## src/rtl/serial_framer_pkg.sv

```systemverilog
// Shared definitions for the serial word framer.
//   - DefaultWidth / DefaultDepth: default data bits per frame and buffer entries.
//   - FrameCntWidth: width of the accepted-word counter.
//   - state_e: receive FSM states; StParity exists only with WORD_PARITY_EN defined.
package serial_framer_pkg;

    localparam int unsigned DefaultWidth  = 10;
    localparam int unsigned DefaultDepth  = 2;
    localparam int unsigned FrameCntWidth = 8;

    typedef enum logic [2:0] {
        StIdle,
        StShift,
`ifdef WORD_PARITY_EN
        StParity,
`endif
        StStop,
        StPush
    } state_e;

endpackage

```

## src/rtl/framer_fifo.sv

```systemverilog
// Small first-in first-out word buffer with a registered head.
// The head entry always lives in mem_q[0], so rdata is a flop output and rvalid is
// registered from the next-state occupancy; neither depends combinationally on pop.
// Ports:
//   clk, rst      clock and synchronous active-high reset
//   push, wdata   write request and word
//   pop           read request (ignored when empty)
//   full, empty   occupancy flags
//   rdata, rvalid head word and its valid flag
module framer_fifo
    import serial_framer_pkg::*;
#(
    parameter int unsigned WIDTH = DefaultWidth,
    parameter int unsigned DEPTH = DefaultDepth
) (
    input  logic             clk,
    input  logic             rst,
    input  logic             push,
    input  logic [WIDTH-1:0] wdata,
    input  logic             pop,
    output logic             full,
    output logic             empty,
    output logic [WIDTH-1:0] rdata,
    output logic             rvalid
);

    localparam int unsigned CntW = $clog2(DEPTH + 1);

    logic [WIDTH-1:0] mem_q [DEPTH];
    logic [CntW-1:0]  count_q;
    logic [CntW-1:0]  count_d;
    logic [CntW-1:0]  wr_idx;
    logic             do_push;
    logic             do_pop;

    assign full    = (count_q == CntW'(DEPTH));
    assign empty   = (count_q == '0);
    assign do_pop  = pop && !empty;
    // A pop in the same cycle frees a slot, so a full buffer still accepts the push.
    assign do_push = push && (!full || do_pop);
    assign rdata   = mem_q[0];

    always_comb begin
        count_d = count_q;
        if (do_push && !do_pop) begin
            count_d = count_q + CntW'(1);
        end else if (do_pop && !do_push) begin
            count_d = count_q - CntW'(1);
        end
        // Entries shift down on a pop, so the write slot moves down with them.
        wr_idx = do_pop ? count_q - CntW'(1) : count_q;
    end

    always_ff @(posedge clk) begin
        if (rst) begin
            for (int i = 0; i < DEPTH; i++) begin
                mem_q[i] <= '0;
            end
            count_q <= '0;
            rvalid  <= 1'b0;
        end else begin
            if (do_pop) begin
                for (int i = 0; i < DEPTH - 1; i++) begin
                    mem_q[i] <= mem_q[i+1];
                end
            end
            // Placed after the shift so the incoming word wins its slot.
            for (int i = 0; i < DEPTH; i++) begin
                if (do_push && wr_idx == CntW'(i)) begin
                    mem_q[i] <= wdata;
                end
            end
            count_q <= count_d;
            rvalid  <= (count_d != '0);
        end
    end

endmodule

```

## src/rtl/serial_word_framer.sv

```systemverilog
// Serial word framer: receives start(0) + WIDTH data bits (MSB first) [+ even parity]
// + stop(1), and pushes each good word into a DEPTH-entry FIFO.
// Build option: define WORD_PARITY_EN to add an even-parity bit after the data bits.
// Ports:
//   Clock, Reset        clock and synchronous active-high reset
//   D, D_valid          serial bit and its qualifier
//   Q, Q_valid, Q_ready head-of-buffer word with valid/ready handshake
//   Overflow            one-cycle pulse when a completed word is dropped (buffer full)
//   Frame_err           one-cycle pulse on a bad stop (or parity) bit
//   Frame_cnt           count of words accepted into the buffer, wraps at 255
module serial_word_framer
    import serial_framer_pkg::*;
#(
    parameter int unsigned WIDTH = DefaultWidth,
    parameter int unsigned DEPTH = DefaultDepth
) (
    input  logic                     Clock,
    input  logic                     Reset,
    input  logic                     D,
    input  logic                     D_valid,
    output logic [WIDTH-1:0]         Q,
    output logic                     Q_valid,
    input  logic                     Q_ready,
    output logic                     Overflow,
    output logic                     Frame_err,
    output logic [FrameCntWidth-1:0] Frame_cnt
);

    localparam int unsigned CntWidth = $clog2(WIDTH + 1);

    state_e                   state_q;
    logic [CntWidth-1:0]      bit_cnt_q;
    logic [WIDTH-1:0]         sreg_q;
    logic                     overflow_q;
    logic                     frame_err_q;
    logic [FrameCntWidth-1:0] frame_cnt_q;

    logic fifo_full;
    logic fifo_empty;
    logic fifo_push;
    logic fifo_pop;
    logic push_ok;

    assign fifo_push = (state_q == StPush);
    assign fifo_pop  = Q_ready && !fifo_empty;
    assign push_ok   = !fifo_full || fifo_pop;

    assign Overflow  = overflow_q;
    assign Frame_err = frame_err_q;
    assign Frame_cnt = frame_cnt_q;

    always_ff @(posedge Clock) begin
        if (Reset) begin
            state_q     <= StIdle;
            bit_cnt_q   <= '0;
            sreg_q      <= '0;
            overflow_q  <= 1'b0;
            frame_err_q <= 1'b0;
            frame_cnt_q <= '0;
        end else begin
            overflow_q  <= 1'b0;
            frame_err_q <= 1'b0;
            case (state_q)
                StIdle: begin
                    if (D_valid && !D) begin
                        state_q   <= StShift;
                        bit_cnt_q <= '0;
                    end
                end
                StShift: begin
                    if (D_valid) begin
                        // First data bit ends up in the MSB after WIDTH shifts.
                        sreg_q    <= {sreg_q[WIDTH-2:0], D};
                        bit_cnt_q <= bit_cnt_q + CntWidth'(1);
                        if (bit_cnt_q == CntWidth'(WIDTH - 1)) begin
`ifdef WORD_PARITY_EN
                            state_q <= StParity;
`else
                            state_q <= StStop;
`endif
                        end
                    end
                end
`ifdef WORD_PARITY_EN
                StParity: begin
                    if (D_valid) begin
                        // Even parity: data bits plus parity bit hold an even count of ones.
                        if (D != ^sreg_q) begin
                            frame_err_q <= 1'b1;
                            state_q     <= StIdle;
                        end else begin
                            state_q <= StStop;
                        end
                    end
                end
`endif
                StStop: begin
                    if (D_valid) begin
                        if (D) begin
                            state_q <= StPush;
                        end else begin
                            frame_err_q <= 1'b1;
                            state_q     <= StIdle;
                        end
                    end
                end
                StPush: begin
                    if (push_ok) begin
                        frame_cnt_q <= frame_cnt_q + FrameCntWidth'(1);
                    end else begin
                        overflow_q <= 1'b1;
                    end
                    state_q <= StIdle;
                end
                default: state_q <= StIdle;
            endcase
        end
    end

    framer_fifo #(
        .WIDTH (WIDTH),
        .DEPTH (DEPTH)
    ) u_fifo (
        .clk    (Clock),
        .rst    (Reset),
        .push   (fifo_push),
        .wdata  (sreg_q),
        .pop    (fifo_pop),
        .full   (fifo_full),
        .empty  (fifo_empty),
        .rdata  (Q),
        .rvalid (Q_valid)
    );

endmodule

```

## config.mk

```make
export PLATFORM = sky130hd
export DESIGN_NAME = serial_word_framer
export DESIGN_NICKNAME = d
export VERILOG_FILES = /design/src/rtl/serial_framer_pkg.sv /design/src/rtl/framer_fifo.sv /design/src/rtl/serial_word_framer.sv
export SDC_FILE = /design/constraint.sdc
export NUM_CORES = 1
export LEC_CHECK = 0
export CAP_MARGIN = 30
export CORE_ASPECT_RATIO = 1.1
export CORE_MARGIN = 10
export CORE_UTILIZATION = 55
export DETAILED_ROUTE_END_ITERATION = 7
export HOLD_SLACK_MARGIN = 0.03
export PLACE_DENSITY = 0.78
export SYNTH_ARGS = -nofsm -noshare
export SYNTH_HDL_FRONTEND = slang
export SYNTH_SLANG_ARGS = --single-unit
```

## constraint.sdc

```tcl
create_clock -name Clock -period 2.65 [get_ports Clock]
set_input_delay 0.53 -clock Clock [delete_from_list [all_inputs] [get_ports Clock]]
set_output_delay 0.53 -clock Clock [all_outputs]
set_load 0.05 [all_outputs]
```

==> impl_metrics.env <==
export IMPL_regToRegSetupSlack_ns=0.36
export IMPL_gp_congestion=0.772
export IMPL_yosys_warnings=0
export IMPL_antenna_cells=0
export IMPL_overflow=0
export IMPL_grt_pass1_wl_um=6860
export IMPL_grt_pass1_vias=1561
export IMPL_grt_max_degree=21
export IMPL_cp_arrival_ns=2.45
export IMPL_core_area_sq_um=4020
export IMPL_synth_distinct_cells=41
export IMPL_setup_violations=0
export IMPL_wl_per_cell_um=12.9
export IMPL_cts_root_buffer="clkbuf_8"
export IMPL_ant_nets=0
export IMPL_cts_tree="done"
export IMPL_worst_setup_path_start_kind="flip-flop"
export IMPL_antenna_found_initial=0
export IMPL_fin_skew_ns=0.00890
export IMPL_dp_hpwl_um=2780
export IMPL_rsz0062_at_grt="false"
export IMPL_synth_flop_cell="dfxtp_1"
export IMPL_critPathKind="reg2reg"
export IMPL_cp_end_kind="flip-flop"
export IMPL_cts_buffers=5
export IMPL_post_cts_resized=0
export IMPL_synth_edf_count=20
export IMPL_fin_setup_tns_ns=0
export IMPL_drt_total_wl_um=3910
export IMPL_worstPathMaxFanout=20
export IMPL_period_minus_slack_ns=2.29
export IMPL_min_delay_path_class="reg2reg"
export IMPL_synth_nets=247
export IMPL_first_pass_iters=4
export IMPL_whs_ns=0.484
export IMPL_crit_required_ns=2.81
export IMPL_final_nets=261
export IMPL_ys_ff_latch=49
export IMPL_start_util_pct=58.0
export IMPL_drt_initial_drc_count=99
export IMPL_synthCells=237
export IMPL_cts_max_level=2
export IMPL_ios=26
export IMPL_drive_gt1_share_pct=8.33
export IMPL_async_flop_share_pct=0
export IMPL_fmax_ghz=0.437
export IMPL_portBuffers=25
export IMPL_postCtsSetupBuffers=0
export IMPL_post_drt_via_cell_ratio=5.43
export IMPL_max_slew_margin_pct=50.6
export IMPL_cts_max_path_buffers=2
export IMPL_period_share_pct=86.3
export IMPL_outcome="completed"
export IMPL_cts_hold_fix_buffers=0
export IMPL_die_w_um=82.1
export IMPL_track_usage_pct=11.6
export IMPL_dieArea_sq_um=7250
export IMPL_synth_area_sq_um=2330
export IMPL_drc=0
export IMPL_clkSinkCount=49
export IMPL_p_per_area_nw_per_um2=665
export IMPL_syn_to_final_growth_pct=13.2
export IMPL_seq_area_frac_synth_pct=50.6
export IMPL_clkTransAtPathRegs_ns=0.08
export IMPL_final_max_slew_viol_count=0
export IMPL_ir_drop_v=0.000375
export IMPL_die_height_um=88.3
export IMPL_hold_violations=0
export IMPL_drv_cap=0
export IMPL_rows=24
export IMPL_tightest_slew_ns=0.741
export IMPL_clock_latency_ns=0.30
export IMPL_syn_avg_cell_area_sq_um=9.85
export IMPL_vias=1652
export IMPL_power_static_leakage_nw=0.948
[area by class of cell]
type / count / area, sq um
fillers: 322 / 1380
flip-flops and latches: 49 / 1180
multi-input cells: 155 / 972
repair buffers: 33 / 310
clock buffers: 5 / 68.8
well taps: 52 / 65.1
inverters: 7 / 26.3
clock inverters: 3 / 17.5
[kinds of logic after synthesis]
kind of cell | synth area share [%]
flip-flops | 50.6
multiplexers | 0.912
AND/OR/NAND/NOR | 21.1
buffers and inverters | 7.72
XOR/XNOR | 3.00
adder cells (fa/ha/maj) | 2.68
AO/OA/AOI/OAI | 14.0
[placed cells by master (no fill, tap or decap), drive strengths merged, types with 4 or more instances in the layout]
master	instances
a21oi	17
a31o	10
and2	11
and3	11
buf	8
clkbuf	5
clkdlybuf4s50	25
dfxtp	29
edfxtp	20
ha	5
inv	7
nand2	27
nand3	5
nand4	4
nor2	16
nor2b	5
nor3	5
xnor2	6
[where the power goes]
part | internal [mW] | leakage [nW] | switching (mW)
clock | 0.182 | 0.0417 | 0.242
sequential | 0.838 | 0.443 | 0.0354
combinational | 0.162 | 0.463 | 0.298
[cells in the mapped netlist (all sizes together) (5+ instances only)]
| cell type | instances | area share [%] |
|---|---|---|
| a21oi | 17 | 3.8 |
| a31o | 10 | 3.8 |
| and2 | 11 | 2.9 |
| and3 | 11 | 2.9 |
| buf | 20 | 5.6 |
| clkbuf | 6 | 0.97 |
| dfxtp | 29 | 25 |
| edfxtp | 20 | 26 |
| ha | 5 | 2.7 |
| inv | 7 | 1.1 |
| nand2 | 27 | 4.5 |
| nand3 | 5 | 1.1 |
| nor2 | 16 | 2.6 |
| nor2b | 5 | 1.3 |
| nor3 | 5 | 1.1 |
| xnor2 | 6 | 2.3 |
[sequential cells by signal (all words and copies together), names as in the netlist]
signal,cells
bit_cnt_q,4
u_fifo.mem_q,20
Overflow,1
u_fifo.count_q,2
sreg_q,10
Frame_cnt,8
u_fifo.rvalid,1
Frame_err,1
state_q,2
[path summary, 6_finish.rpt]
kind / from / cells past startpoint / end
max: u_fifo.count_q[0]$_SDFF_PP0_ / 5 / u_fifo.mem_q[0][1]$_SDFFCE_PN0P_
max reg2reg: u_fifo.count_q[0]$_SDFF_PP0_ / 5 / u_fifo.mem_q[0][1]$_SDFFCE_PN0P_
min: sreg_q[9]$_SDFFE_PP0P_ / 2 / sreg_q[9]$_SDFFE_PP0P_
min reg2reg: sreg_q[9]$_SDFFE_PP0P_ / 2 / sreg_q[9]$_SDFFE_PP0P_
[per-layer routing]
metal,vias up,global-route usage (%),part of all wire [%]
met4,0,4.64,1.5
met2,35,19.6,46
met1,754,13.2,46
li1,855,-,-
met5,-,0,0
met3,8,3.55,6.5
[through the flow]
step	cell area [sq um]	cells	worst slack, ns	util [%]	power, mW
after floorplan	2330	237	0.452	-	1.26
after global placement	2550	296	0.350	63.5	1.34
after detailed placement	2550	296	0.284	63.5	1.35
after CTS	2640	304	0.349	65.6	1.77
after global routing	2640	304	0.172	65.6	1.84
final	2640	304	0.362	65.6	1.76
[worst max-delay path: stages, from the launching register on]
cell and delay, ns:
dfxtp_1 0.51, inv_1 0.13, ha_1 0.24, nand2b_1 0.34, a21oi_2 0.69, a31o_1 0.24
(Power assumes the default switching activity.)
==> edit (same settings) <==
The package constant `DefaultWidth` goes from 10 to 12.
--- a/src/rtl/serial_framer_pkg.sv
+++ b/src/rtl/serial_framer_pkg.sv
@@ -4,7 +4,7 @@
 //   - state_e: receive FSM states; StParity exists only with WORD_PARITY_EN defined.
 package serial_framer_pkg;
 
-    localparam int unsigned DefaultWidth  = 10;
+    localparam int unsigned DefaultWidth  = 12;
     localparam int unsigned DefaultDepth  = 2;
     localparam int unsigned FrameCntWidth = 8;
 
Ports: changed (resized Q); port bits go from 26 to 28. No check against the original RTL was run, so the function may have changed too.
==> edit against the original RTL <==
  * Wire length is 16% higher
  * Power is 12% higher
  * Sequential cell count is 6 higher
  * Design area is 11% higher
  * Worst setup slack better by 0.061 ns
  * Critical path depth is 1 higher
  * Synthesized area is 12% higher
  * Global-route usage is 0.053 points higher
==> edit: results (changes against the original RTL) <==
Global route:
- The maximum number of pins on one net before global-route repair is 25 (was 21).

Layout:
- The non-clock buffer total of the final layout came to 36 (was 33).
- The number of signal-net inverters in the final layout is 6 (was 7).
- The area taken by multi-input logic gates is 1070 um^2 (was 972 um^2).
- The non-clock buffering overhead in the final layout is 11.5% (was 11.7%).
- The fraction of layout cells with a size suffix above 1 was 8.79% (was 8.33%).
- The flip-flop count of the largest register after layout is 24 (was 20).
- The net total in the final layout is 281 (was 261).

Yosys:
- The adder-cell share of the synthesized area is 1.92% (was 2.68%).
- The number of nets produced by synthesis is 267 (was 247).
- The number of synthesized flops with an enable pin was 24 (was 20).
- The flip-flop and latch count after synthesis came to 55 (was 49).
- The register area share after synthesis was 51.3% (was 50.6%).
- The xor/xnor cell area share of the yosys netlist is 2.35% (was 3.00%).
- The multiplexer fraction of the synthesized cell area was 2.06% (was 0.912%).
- The mean post-synth cell area is 10.1 um^2 (was 9.85 um^2).
- The synthesized-area fraction occupied by ao, oa, aoi and oai cells is 14.0% (about the same).
- Top cells by area, synth: sky130_fd_sc_hd__edfxtp_1, sky130_fd_sc_hd__dfxtp_1, sky130_fd_sc_hd__nand2_1, sky130_fd_sc_hd__a31o_1, sky130_fd_sc_hd__buf_4 (unchanged).

Critical path:
- The setup slack on the worst flop-to-flop path is 0.42 ns (was 0.36 ns).
- The delay of the slowest cell on the worst path is 0.55 ns (was 0.69 ns).
- The launching element of the worst setup path was u_fifo.count_q[1]$_SDFF_PP0_ (was u_fifo.count_q[0]$_SDFF_PP0_).
- The cell class contributing the biggest share of worst-path delay is flip-flops (was compound AO/OA/AOI/OAI gates).
- The capture instance of the worst register-to-register path is u_fifo.mem_q[0][17]$_SDFFCE_PN0P_ (was u_fifo.mem_q[0][1]$_SDFFCE_PN0P_).
- The origin of the critical flop-to-flop path is u_fifo.count_q[1]$_SDFF_PP0_ (was u_fifo.count_q[0]$_SDFF_PP0_).

Routing:
- The violation count after the first detailed-route iteration is 93 (was 99).
- The detailed-route vias per instance is 5.53 (was 5.43).

STA:
- The clock skew after layout is 0.0120 ns (was 0.00890 ns).

Hold path:
- The beginning of the worst hold path was sreg_q[11]$_SDFFE_PP0P_ (was sreg_q[9]$_SDFFE_PP0P_).
- The end of the worst hold path is sreg_q[11]$_SDFFE_PP0P_ (was sreg_q[9]$_SDFFE_PP0P_).

Pwr:
- The combinational logic power is 0.000530 W (was 0.000460 W).
- The total leakage power came to 1.06 nW (was 0.948 nW).
- The share of total power consumed by net switching was 32.9% (was 32.7%).

Placed design:
- The placed wire-length estimate after detailed placement is 3.20 mm (was 2.78 mm).
- The total cell area at the placement stage is 2850 um^2 (was 2550 um^2).

Clocking:
- The clock-pin slew on the worst setup and hold paths is 0.10 ns (was 0.08 ns).

Outcome:
- Outcome: complete, no violations (unchanged).
-- edit: cell count changes after synthesis, moves of 3 or more --
cell                       delta
sky130_fd_sc_hd__edfxtp_1     +4
sky130_fd_sc_hd__nor2_1       +6
sky130_fd_sc_hd__nand2_1      +5
sky130_fd_sc_hd__a21oi_1      +3
sky130_fd_sc_hd__nand3_1      -3
-- edit: layer usage --
layer	vias to the layer above	routed length, um	global-route usage, %
met3	5	204	3.81
met5	-	0	0
li1	929	-	-
met2	31	2210	18.3
met4	0	44	5.63
met1	856	2070	13.8
-- edit: stage by stage --
step,util (%),total power (W),hold WS [ns],setup slack [ns]
after global routing,63.5,0.00206,0.501,0.266
after global placement,61.6,0.00151,0.460,0.248
after floorplan,-,0.00142,0.440,0.276
after CTS,63.5,0.00198,0.482,0.417
after detailed placement,61.6,0.00153,0.468,0.192
final,63.5,0.00196,0.482,0.423
